### src/rtl/sprite_pixel_serializer.sv
// Sprite pixel serializer: turns {opaque, pix[PIX_W-1:0]} ROM words into one pixel per pix_en tick.
// Latency: pix_en -> pix_out/pix_valid 1 clk; accept -> first pixel available after 2 clk (hold, then load).
// Backpressure: 1-entry hold register; in_ready drops while it is full, during line_start and during reset.
//
// Ports:
//   i_clk, i_rst              clock, synchronous active-high reset
//   i_in_valid/i_in_data      upstream word, pix[0] is the leftmost pixel, MSB is the opaque flag
//   o_in_ready                hold register can take a word this cycle
//   i_pix_en, i_line_start    VGA pixel tick, start-of-sprite-row flush
//   o_pix_out, o_pix_opaque   current pixel and its opaque flag (registered)
//   o_pix_valid               1-cycle strobe following each pix_en while a row is active
//   o_underrun                sticky: a pix_en found no data after the row started
module sprite_pixel_serializer #(
  parameter int PIX_W = 7,
  parameter int SCALE = 2,
  parameter int CW    = 3
) (
  input  logic           i_clk,
  input  logic           i_rst,
  input  logic           i_in_valid,
  input  logic [PIX_W:0] i_in_data,
  output logic           o_in_ready,
  input  logic           i_pix_en,
  input  logic           i_line_start,
  output logic           o_pix_out,
  output logic           o_pix_opaque,
  output logic           o_pix_valid,
  output logic           o_underrun
);

  typedef enum logic {S_IDLE, S_SHIFT} state_t;

  state_t           r_state;
  logic [PIX_W:0]   r_hold_data;
  logic             r_hold_full;
  logic [PIX_W-1:0] r_sh;
  logic             r_sh_opq;
  logic [CW-1:0]    r_bit_cnt;
  logic [CW-1:0]    r_rep_cnt;
  logic             r_armed;
  logic             r_pix_out;
  logic             r_pix_opaque;
  logic             r_pix_valid;
  logic             r_underrun;

  logic             w_accept;
  logic             w_rep_last;
  logic             w_word_last;

  // Reset also blocks acceptance so nothing is captured while the block is held in reset.
  assign o_in_ready  = ~r_hold_full & ~i_line_start & ~i_rst;
  assign w_accept    = i_in_valid & o_in_ready;
  assign w_rep_last  = (r_rep_cnt == CW'(SCALE - 1));
  assign w_word_last = w_rep_last && (r_bit_cnt == CW'(PIX_W - 1));

  assign o_pix_out    = r_pix_out;
  assign o_pix_opaque = r_pix_opaque;
  assign o_pix_valid  = r_pix_valid;
  assign o_underrun   = r_underrun;

  // Payload needs no reset: it is only ever read while r_hold_full is set.
  always_ff @(posedge i_clk) begin
    if (w_accept) r_hold_data <= i_in_data;
  end

  always_ff @(posedge i_clk) begin
    if (i_rst || i_line_start) begin
      // line_start is a full flush, including the sticky underrun flag.
      r_state      <= S_IDLE;
      r_hold_full  <= 1'b0;
      r_sh         <= '0;
      r_sh_opq     <= 1'b0;
      r_bit_cnt    <= '0;
      r_rep_cnt    <= '0;
      r_armed      <= 1'b0;
      r_pix_out    <= 1'b0;
      r_pix_opaque <= 1'b0;
      r_pix_valid  <= 1'b0;
      r_underrun   <= 1'b0;
    end else begin
      r_pix_valid <= 1'b0;
      // Accept needs an empty hold and every load needs a full one, so the
      // clear below never collides with this set in the same cycle.
      if (w_accept) r_hold_full <= 1'b1;

      case (r_state)
        S_IDLE: begin
          // A tick here is the no-data case, even in a load cycle; it only
          // counts as an underrun once the row has started (armed).
          if (i_pix_en) begin
            r_pix_valid  <= r_armed;
            r_pix_out    <= 1'b0;
            r_pix_opaque <= 1'b0;
            if (r_armed) r_underrun <= 1'b1;
          end
          if (r_hold_full) begin
            r_sh        <= r_hold_data[PIX_W-1:0];
            r_sh_opq    <= r_hold_data[PIX_W];
            r_hold_full <= 1'b0;
            r_bit_cnt   <= '0;
            r_rep_cnt   <= '0;
            r_armed     <= 1'b1;
            r_state     <= S_SHIFT;
          end
        end

        S_SHIFT: begin
          if (i_pix_en) begin
            r_pix_out    <= r_sh[0];
            r_pix_opaque <= r_sh_opq;
            r_pix_valid  <= 1'b1;
            if (w_rep_last) begin
              r_rep_cnt <= '0;
              r_sh      <= r_sh >> 1;
              r_bit_cnt <= r_bit_cnt + CW'(1);
            end else begin
              r_rep_cnt <= r_rep_cnt + CW'(1);
            end
            // End of word: chain straight into the held word without a bubble tick.
            if (w_word_last) begin
              if (r_hold_full) begin
                r_sh        <= r_hold_data[PIX_W-1:0];
                r_sh_opq    <= r_hold_data[PIX_W];
                r_hold_full <= 1'b0;
                r_bit_cnt   <= '0;
                r_rep_cnt   <= '0;
              end else begin
                r_state <= S_IDLE;
              end
            end
          end
        end

        default: r_state <= S_IDLE;
      endcase
    end
  end

endmodule

### config.mk
export PLATFORM = sky130hd
export DESIGN_NAME = sprite_pixel_serializer
export DESIGN_NICKNAME = d
export VERILOG_FILES = /design/src/rtl/sprite_pixel_serializer.sv
export SDC_FILE = /design/constraint.sdc
export NUM_CORES = 1
export LEC_CHECK = 0
export ABC_AREA = 0
export CORE_MARGIN = 4
export CORE_UTILIZATION = 55
export CTS_CLUSTER_DIAMETER = 30
export DETAILED_ROUTE_END_ITERATION = 6
export HOLD_SLACK_MARGIN = 0.02
export PLACE_DENSITY = 0.81
export RECOVER_POWER = 25
export SLEW_MARGIN = 10
export SYNTH_ARGS = -nofsm -noshare
export SYNTH_HDL_FRONTEND = slang
export SYNTH_SLANG_ARGS = --single-unit
### constraint.sdc
create_clock -name i_clk -period 2.5 [get_ports i_clk]
set_input_delay 0.5 -clock i_clk [delete_from_list [all_inputs] [get_ports i_clk]]
set_output_delay 0.5 -clock i_clk [all_outputs]
set_load 0.01 [all_outputs]
* Word-level counts from Yosys, hierarchy flattened *
Cells that the tools add are included.
Widths: inputs -> output; s select.

operators by class
  bitwise logic cells = 7
  equality and inequality tests = 6
  mux-type cells = 38
  reduce and logical (&&, ||, !) cells = 7
  add/subtract/negate cells = 2

operators with widths
  kind                 count
  $mux 7               5
  $mux 3               9
  $mux 1               15
  $pmux 7 s2           1
  $pmux 1 s2           6
  $pmux 3 s2           2
  $reduce_and 2->1     4
  $add 3x1->3 const B  2
  $ne 2x2->1 const B   3
  $not 1->1            4
  $and 1x1->1          3
  $eq 3x1->1 const B   1
  $eq 3x3->1 const B   1
  $reduce_and 3->1     1
  $ne 2x1->1 const B   1
  $logic_and 1x1->1    1
  $logic_or 1x1->1     1

word-level totals
  output and inout port bits = 5
  bits of input ports = 13
  bits in registers = 29

* Longest topological paths before layout *
  depth after elaboration = 9
  depth in mapped cells = 7
  gate-level depth less buffers = 6

* Worst setup path before layout *
No wires, ideal clock.

  path kind = input port to flip-flop
  start = input port i_line_start
  end = register r_hold_data[0], enable pin
  setup slack = 705 ps
  library setup time = 336 ps
  data arrival time = 1,459 ps
  buffers on the path = 1
  stages on the path = 4
  cell sequence = or2_2 clkbuf_1 nor2_1 and2_1

between the ends
  word-level cells in the longest chain between the ends = 4

RTL lines
  what                       line  RTL
  from (decl)                24    input logic i_line_start,
  $not 1->1                  51    assign o_in_ready = ~r_hold_full & ~i_line_start & ~i_rst;
  $and 1x1->1 (2 in series)  51
  via o_in_ready             22    output logic o_in_ready,
  $and 1x1->1                52    assign w_accept = i_in_valid & o_in_ready;
  via w_accept               46    logic w_accept;
  to (signal assigned)       63    if (w_accept) r_hold_data <= i_in_data;
  to (decl)                  34    logic [PIX_W:0] r_hold_data;

The timed path passes the listed nets, and every way through them passes these cells.
A chain may end at the register's enable or synchronous reset.

* Worst setup path in the final report *
  start = input port i_line_start
  end = output port o_in_ready

between the ends
  word-level cells in the longest chain between the ends = 3

RTL lines
  what                       line
  $not 1->1                  51
  $and 1x1->1 (2 in series)  51
  to (decl)                  22

No other way between the ends.

==> results.json <==
{
  "cts-resized-gates": 0,
  "gp_routability_congestion": 0.781,
  "core_sq_um": 2000,
  "pin_count": 18,
  "multiInputGateArea_sq_um": 490,
  "cts.path.max_buffers": 2,
  "timing.fmax_mhz": 416,
  "outcome": "complete, no violations",
  "detail_route.vias_per_cell": 5.65,
  "antenna-diode-count": 0,
  "yosys.cell_types.count": 30,
  "cts_max_level": 2,
  "synth_top_area_share": 0.354,
  "die_width_um": 54.5,
  "post_synth_main_area_contributors": "dfxtp_1 35%, edfxtp_1 20%, nand3_1 7.6%, nor2_1 4.4%, o211ai_1 3.8%",
  "layout_common_cells": "21 x dfxtp_1, 18 x nand3_1, 14 x nor2_1, 11 x nand2_1, 9 x clkdlybuf4s50_1",
  "hold_viol": 0,
  "cp.required_ns": 2.00,
  "avgSynthCellArea_sq_um": 9.74,
  "critical_path_class": "in -> out",
  "finalWirelength_mm": 2.24,
  "cts_hold_buf": 0,
  "cts.sinks": 29,
  "critical_path.endpoint_type": "output pin",
  "grt_pass1_wl_mm": 3.80,
  "maxCapViolCount": 0,
  "crit_arrival_ns": 1.90,
  "cts-buffers-inserted": 5,
  "slowest_stage_cell_on_the_critical_path": "clkdlybuf4s50_1",
  "path_clk_slew_ns": 0.10,
  "setup_tns_ns": 0,
  "port_buffers": 17,
  "grt_antenna_before_repair": 0,
  "path_cells": "clkdlybuf4s50_1 > or2_2 > nor2_1 > clkdlybuf4s50_1",
  "timing_max_transition_violations_final": 0,
  "areaGrowthSynthToFinish_pct": 22.8,
  "share_of_the_yosys_chip_area_belonging_to_registers": 0.556,
  "timing.critical_path.from_type": "input port",
  "clock-skew-final_ns": 0.0113,
  "ys_warn_count": 0,
  "ff_latch_area_sq_um": 661,
  "rsz0062_at_grt": "false",
  "timing.reg2reg.worst_path_depth": 4,
  "tritoncts": "built",
  "post_synth_instance_area_sq_um": 1190,
  "worst_slew_margin_rel": 0.569,
  "power_density_nw_per_um2": 669,
  "setup-violations-final": 0,
  "groute.usage.overall": 0.185,
  "std_cell_rows": 16,
  "postLayoutCoreUtil": 0.729,
  "drt_first_pass_iters": 4,
  "grt.overflow.total": 0,
  "largest_voltage_drop_on_the_vdd_net_uv": 513,
  "worstHoldPathType": "reg -> reg",
  "placed_wire_length_estimate_after_detailed_placement_mm": 1.57,
  "synth_nets": 137,
  "design.die.area_sq_um": 2970,
  "num-fill-cells": 159,
  "cp_common_cell": "clkdlybuf4s50_1",
  "final.period_utilization": 0.961,
  "cp_max_stage_delay_ns": 0.56,
  "cp_top_family": "buffers and inverters",
  "cts_setup_buffers": 0,
  "final_net_count": 155,
  "dr_total_vias": 949,
  "cp.depth": 4,
  "clockRootBuffer": "clkbuf_4",
  "time_the_worst_path_needs_with_i_o_delays_and_setup_ns": 2.40,
  "grt_pass1_vias": 881,
  "largest_net_degree_at_the_start_of_global_routing": 15,
  "drt-wirelength-per-cell_um": 13.3,
  "timing_worst_slew_pin_value_ns": 0.644,
  "fp.dieH_um": 54.5,
  "drt-initial-drc-count": 20,
  "postSynthCellCount": 122,
  "clk-insertion-delay-late_ns": 0.33,
  "post_route_cells_drive_above_1_share": 0.106,
  "final_antenna_net_count": 0,
  "remaining_drc_errors": 0,
  "min_delay_path_depth": 2,
  "start_util": 0.594,
  "worst-path-buf-inv": 2,
  "cp_max_fo": 2,
  "yosysTopAreaCell": "dfxtp_1",
  "ys_ff_latch": 29,
  "layout_commonest_cell": "dfxtp_1",
  "power_leakage_uw": 0.000475
}
worst min-delay path, stage by stage, from the launching register on:
cell and delay (ns):
edfxtp_1 0.33, nand3_1 0.05, o21ai_0 0.06
registers in the layout, summed over array words and instances, names as in the netlist:
name,count
o_pix_opaque,1
o_pix_out,1
o_pix_valid,1
o_underrun,1
r_armed,1
r_bit_cnt,3
r_hold_data,8
r_hold_full,1
r_rep_cnt,3
r_sh,7
r_sh_opq,1
r_state,1
worst paths after layout:
kind	from	end	slack [ns]
hold reg to reg	r_hold_data[7]$_DFFE_PP_	r_sh_opq$_SDFFE_PP0P_	0.46
setup / recovery	i_line_start	o_in_ready	0.1
hold / removal	r_hold_data[7]$_DFFE_PP_	r_sh_opq$_SDFFE_PP0P_	0.46
setup reg to reg	r_rep_cnt[0]$_SDFFE_PP0P_	r_sh[4]$_SDFFE_PP0P_	0.83
stage by stage:
stage | instances | instance area, sq um | hold slack (ns) | setup WS (ns) | total power (uW)
finish | 168 | 1460 | 0.463 | 0.0973 | 977
global placement | 160 | 1370 | 0.445 | 0.135 | 554
detailed placement | 160 | 1370 | 0.459 | 0.0792 | 555
CTS | 168 | 1460 | 0.471 | 0.0836 | 993
floorplan | 122 | 1190 | 0.436 | 0.705 | 528
global route | 168 | 1460 | 0.501 | 0.0577 | 1020
final cells by class:
| type | count | area share |
|---|---|---|
| Timing Repair Buffer | 18 | 0.119 |
| Sequential cell | 29 | 0.452 |
| Clock buffer | 6 | 0.0428 |
| Tap cell | 27 | 0.0231 |
| Clock inverter | 2 | 0.0240 |
| Multi-Input combinational cell | 85 | 0.336 |
| Inverter | 1 | 0.00257 |
layer usage:
| layer | vias to the layer above | GRT usage | wire [um] |
|---|---|---|---|
| li1 | 470 | - | - |
| met1 | 442 | 0.215 | 941 |
| met2 | 29 | 0.287 | 1120 |
| met3 | 8 | 0.0817 | 117 |
| met4 | 0 | 0.0954 | 63 |
| met5 | - | 0 | 0 |
where the power goes:
group	internal [uW]	switching, uW
clock	269	166
combinational	22.5	24.7
sequential	490	4.57
total	781	195
cell families after synthesis:
logic type	share of synthesized area
and+or+nand+nor	0.242
AOI/OAI and AO/OA	0.134
xor gates and xnor gates	0.00737
adders and majority gates	0.0210
buffers and inverters	0.0316
muxes	0.00842
DFF	0.556
synth_stat cells:
library cell	n
edfxtp_1	8
or3b_4	1
mux2i_1	1
ha_1	2
a31o_2	1
nand3_1	18
o21a_1	2
nand2b_1	3
nor3_1	1
nand4_1	3
o211ai_1	6
nor2_4	1
nor2_1	14
nor2b_1	2
o2111ai_1	1
or2_2	1
xnor2_1	1
inv_1	1
and2_1	1
a2111oi_2	1
o21ai_0	3
a21oi_1	6
nor2_2	1
buf_4	2
a31oi_1	2
clkbuf_1	5
nand2_1	11
dfxtp_1	21
o21ai_2	1
nand3b_1	1
(Power assumes the default switching activity.)
==> edit 1: new RTL, config.mk and constraints unchanged <==
The parameter `PIX_W` goes from 7 to 14.
--- a/src/rtl/sprite_pixel_serializer.sv
+++ b/src/rtl/sprite_pixel_serializer.sv
@@ -13,3 +13,3 @@
 module sprite_pixel_serializer #(
-  parameter int PIX_W = 7,
+  parameter int PIX_W = 14,
   parameter int SCALE = 2,
Ports: changed (resized i_in_data); port bits go from 18 to 25. No check against the original RTL was run, so the function may have changed too.
==> edit 1 against the original RTL <==
- area after synthesis up 49%
- non-clock buffer count up 12
- combinational power up 65%
- critical path depth unchanged
- sequential cell count up 14
- clock power up 23%
- design area up 49%
- worst setup slack better by 0.36 ns
- count of clock-buffer cells in the layout unchanged
- power up 39%
- utilization down 2.5 points
- routed wire length up 55%
- synthesized cell count up 50%
- critical endpoint unchanged
==> edit 1: results (changes against the original RTL) <==
* Status: finished clean (unchanged)
* DR WL/cell at 13.5 um (was 13.3 um)
* Routability cong. at 0.774 (was 0.781)
* Cells after DPL at 248 (was 160)
* Clk_lat worst skew at 0.36 ns (was 0.33 ns)
* Post-synth top cells: nand2_1 (36), dfxtp_1 (28), nor2_1 (16), o21ai_0 (16) (was dfxtp_1 (21), nand3_1 (18), nor2_1 (14))
* Multi-input gates at 130 (was 85)
* Comb pwr share at 0.057 (was 0.048)
* Finished Core Util at 0.704 (was 0.729)
* Synth Area in XOR/XNOR at 0.00495 (was 0.00737)
* Slew HR at 0.627 (was 0.569)
* Layout net count at 233 (was 155)
* Vias in the first global route at 1,350 (was 881)
* P_seq at 747 uW (was 494 uW)
* Leak Pwr at 0.753 nW (was 0.475 nW)
* Tap cells at 44 (was 27)
* Cell-internal power at 1.09 mW (was 781 uW)
* First-pass GRT wire length at 6000 um (was 3800 um)
* Post-Synth Adder-Cell Area at 0.0141 (was 0.0211)
* GR Layer Usage met3 at 0.0503 (was 0.0817)
* Post-synthesis sequential area ratio at 0.571 (was 0.556)
* Sw frac at 0.196 (was 0.200)
* Sequential share of cell area at 0.466 (was 0.452)
* Final clock-cell share at 0.0467 (was 0.0668)
* Post-DP Area at 0.00206 sq mm (was 0.00137 sq mm)
* Initial DRC count at 115 (was 20)
* Metal2 WL at 1720 um (was 1120 um)
* Number of synthesized flops with an enable pin at 15 (was 8)
* Average cell area after synthesis at 9.67 sq um (was 9.74 sq um)
* Fraction of layout cells with a size suffix above 1 at 0.0896 (was 0.106)
* Fin Clk Skew at 0.0111 ns (was 0.0113 ns)
* Compound-Gate Fraction of Synth Area at 0.180 (was 0.134)
* Buffering overhead at 0.133 (was 0.119)
* CP peak stage delay at 0.41 ns (was 0.56 ns)
* Met2 Usage GRT at 0.313 (was 0.287)
* Peak VDD IR at 481 uV (was 513 uV)
* Largest registers: r_hold_data (15), r_sh (14) (was r_hold_data (8), r_sh (7))
* Flops & latches, synth at 43 (was 29)
* Detail Placement HPWL at 2360 um (was 1570 um)
* Mapped Nets at 205 (was 137)
* Repair and plain buffers at 30 (was 18)
==> edit 1: cell types whose count changed after synthesis, sizes merged, moves of 2 or more <==
cell,before,now
nand2,11,37
o211ai,6,0
o21ai,4,16
o21a,2,13
a31oi,2,15
nor2b,2,4
edfxtp,8,15
dfxtp,21,28
nand3,18,6
nand4,3,1
nand2b,3,1
buf,2,5
==> edit 1: path summary, 6_finish.rpt <==
| check | from | endpoint | slack (ns) | cells after the start |
|---|---|---|---|---|
| worst max-delay path | i_line_start | o_in_ready | 0.46 | 4 |
| worst min-delay path | r_hold_data[2] | r_sh[2] | 0.47 | 1 |
| worst max register to register | r_rep_cnt[0] | r_sh[1] | 0.73 | 4 |
| worst min register to register | r_hold_data[2] | r_sh[2] | 0.47 | 1 |
==> edit 1: repair_timing <==
action	CTS	global route
setup endpoints to repair	0	1
gates resized for setup	0	1
hold buffers	0	0
==> edit 2: new RTL, config.mk and constraints unchanged <==
Without the edit above. Put one more register stage on the output `o_underrun`. The value now appears one clock later. The other outputs are not delayed to match.
--- a/src/rtl/sprite_pixel_serializer.sv
+++ b/src/rtl/sprite_pixel_serializer.sv
@@ -58,3 +58,5 @@
   assign o_pix_valid  = r_pix_valid;
-  assign o_underrun   = r_underrun;
+  always_ff @(posedge i_clk) begin
+    o_underrun <= r_underrun;
+  end
 
Check against the original RTL: same outputs for any inputs over 10 cycles, from zero or initial values; that may be too few to reach the edited logic, so the function may still have changed.
==> edit 2 against the original RTL <==
- sequential share of layout area rose by 1.3 points
- clock power down 32%
- critical path depth unchanged
- sequential cell count grew 1
- final cell count rose by 2.4%
- routed wire length increased by 6.0%
- design area rose by 0.17%
- power shrank 13%
- worst setup slack better by 0.0034 ns
- worst hold slack worse by 0.11 ns
- area after synthesis up 2.3%
- largest cell class unchanged
==> edit 2: results (changes against the original RTL) <==
* Vias in the first global route at 900 (was 881)
* Fmax at 417 MHz (was 416 MHz)
* Via count at 952 (was 949)
* Drt total wl at 2370 um (was 2240 um)
* Tot GR Track Use at 0.193 (was 0.185)
* Yosys warning total at 0 (unchanged)
* Dpl ws at 0.0842 ns (was 0.0792 ns)
* Largest registers: r_hold_data (8), r_sh (7) (unchanged)
* Fin Clk Skew at 0.00617 ns (was 0.0113 ns)
* Drt pass-1 iters at 4 (unchanged)
* Post-DP Area at 0.00141 sq mm (was 0.00137 sq mm)
* Mapped Nets at 139 (was 137)
* Number of synthesized flops with an enable pin at 8 (unchanged)
* Post-synth cell types at 31 (was 30)
* WHS at 0.356 ns (was 0.463 ns)
* CP top delay family: buffers and inverters (unchanged)
* Final antenna diode count at 0 (unchanged)
* Fraction of registers with async set/reset at 0 (unchanged)
* # resized after CTS at 0 (unchanged)
* Port bufs at 17 (unchanged)
* Leak Pwr at 0.470 nW (was 0.475 nW)
* Initial DRC count at 22 (was 20)
* Fill count at 154 (was 159)
* Worst min path class: reg2reg (unchanged)
* Peak VDD IR at 379 uV (was 513 uV)
* Worst Setup SP: i_line_start (unchanged)
* Reg2reg start: r_rep_cnt[0] (unchanged)
* Largest net degree at the start of global routing at 14 (was 15)
* Layout net count at 159 (was 155)
* Root buf cell: clkbuf_4 (unchanged)
* Post-synthesis sequential area ratio at 0.560 (was 0.556)
* Top FF cell, synth: dfxtp_1 (unchanged)
* First-pass GRT wire length at 3970 um (was 3800 um)
* Worst path arrival time at 1.90 ns (about the same)
* Crit path kind: in2out (unchanged)
* Routability cong. at 0.762 (was 0.781)
* Synth Instances at 124 (was 122)
* Slowest stage cell, crit path: clkdlybuf4s50_1 (unchanged)
* Slew @ Worst Pin at 0.593 ns (was 0.644 ns)
* Status: finished clean (unchanged)
* R2R Setup Slk at 0.84 ns
* Non-Filler Instances at 172 (was 168)
* Fraction of layout cells with a size suffix above 1 at 0.103 (was 0.106)
* R2r worst-path depth at 4 (unchanged)
* Hold Path Cell Cnt at 0 (was 2)
* Post-synth top cells: dfxtp_1 (22), nand3_1 (18), nor2_1 (14) (was dfxtp_1 (21), nand3_1 (18), nor2_1 (14))
* Hold Startpoint: r_underrun (was r_hold_data[7])
* Cells after DPL at 164 (was 160)
* Total CTS buffers at 5 (unchanged)
* Clk_lat worst skew at 0.32 ns
* Detail Placement HPWL at 1710 um (was 1570 um)
* Synth area leaders: dfxtp_1 (36%), edfxtp_1 (20%), nand3_1 (7.4%), nor2_1 (4.3%), nand2_1 (4.0%) (was dfxtp_1 (35%), edfxtp_1 (20%), nand3_1 (7.6%), nor2_1 (4.4%), o211ai_1 (3.8%))
## edit 2: report_power, final
part           internal (mW)  total [mW]  switching (mW)  leakage, nW
sequential             0.505       0.510         0.00425        0.251
clock                  0.139       0.294           0.155       0.0326
combinational         0.0236      0.0482          0.0247        0.187
total                  0.668       0.852           0.184        0.470
## edit 2: final timing paths
check,endpoint
setup / recovery,o_in_ready
hold / removal,o_underrun
setup reg to reg,r_sh[0]
hold reg to reg,o_underrun
## edit 2: logic make-up after synthesis
logic type	share of synthesized area
compound gates	0.142
fa+ha+maj	0.0206
simple gates	0.245
buf+inv	0.0257
xor+xnor	0.00720
flops	0.560
## edit 2: routing by layer
metal,wire length [um],part of all wire,vias to the layer above,track usage
met4,48,0.020,0,0.0850
met5,0,0,-,0
met3,109,0.046,7,0.0617
li1,-,-,478,-
met1,1030,0.43,447,0.228
met2,1190,0.50,20,0.319
## edit 2: worst reg2reg max path, cell delays in order, from the launching register on
cell	delay, ns
dfxtp_1	0.39
or3b_4	0.45
o21ai_2	0.44
nand3_1	0.19
o211ai_1	0.13
## edit 2: layout make-up
| type | count | area, sq um | area share |
|---|---|---|---|
| Multi-Input combinational cell | 87 | 504 | 0.345 |
| Inverter | 1 | 3.75 | 0.00257 |
| Tap cell | 27 | 33.8 | 0.0231 |
| Clock buffer | 8 | 58.8 | 0.0402 |
| Sequential cell | 30 | 681 | 0.465 |
| Timing Repair Buffer | 19 | 181 | 0.124 |
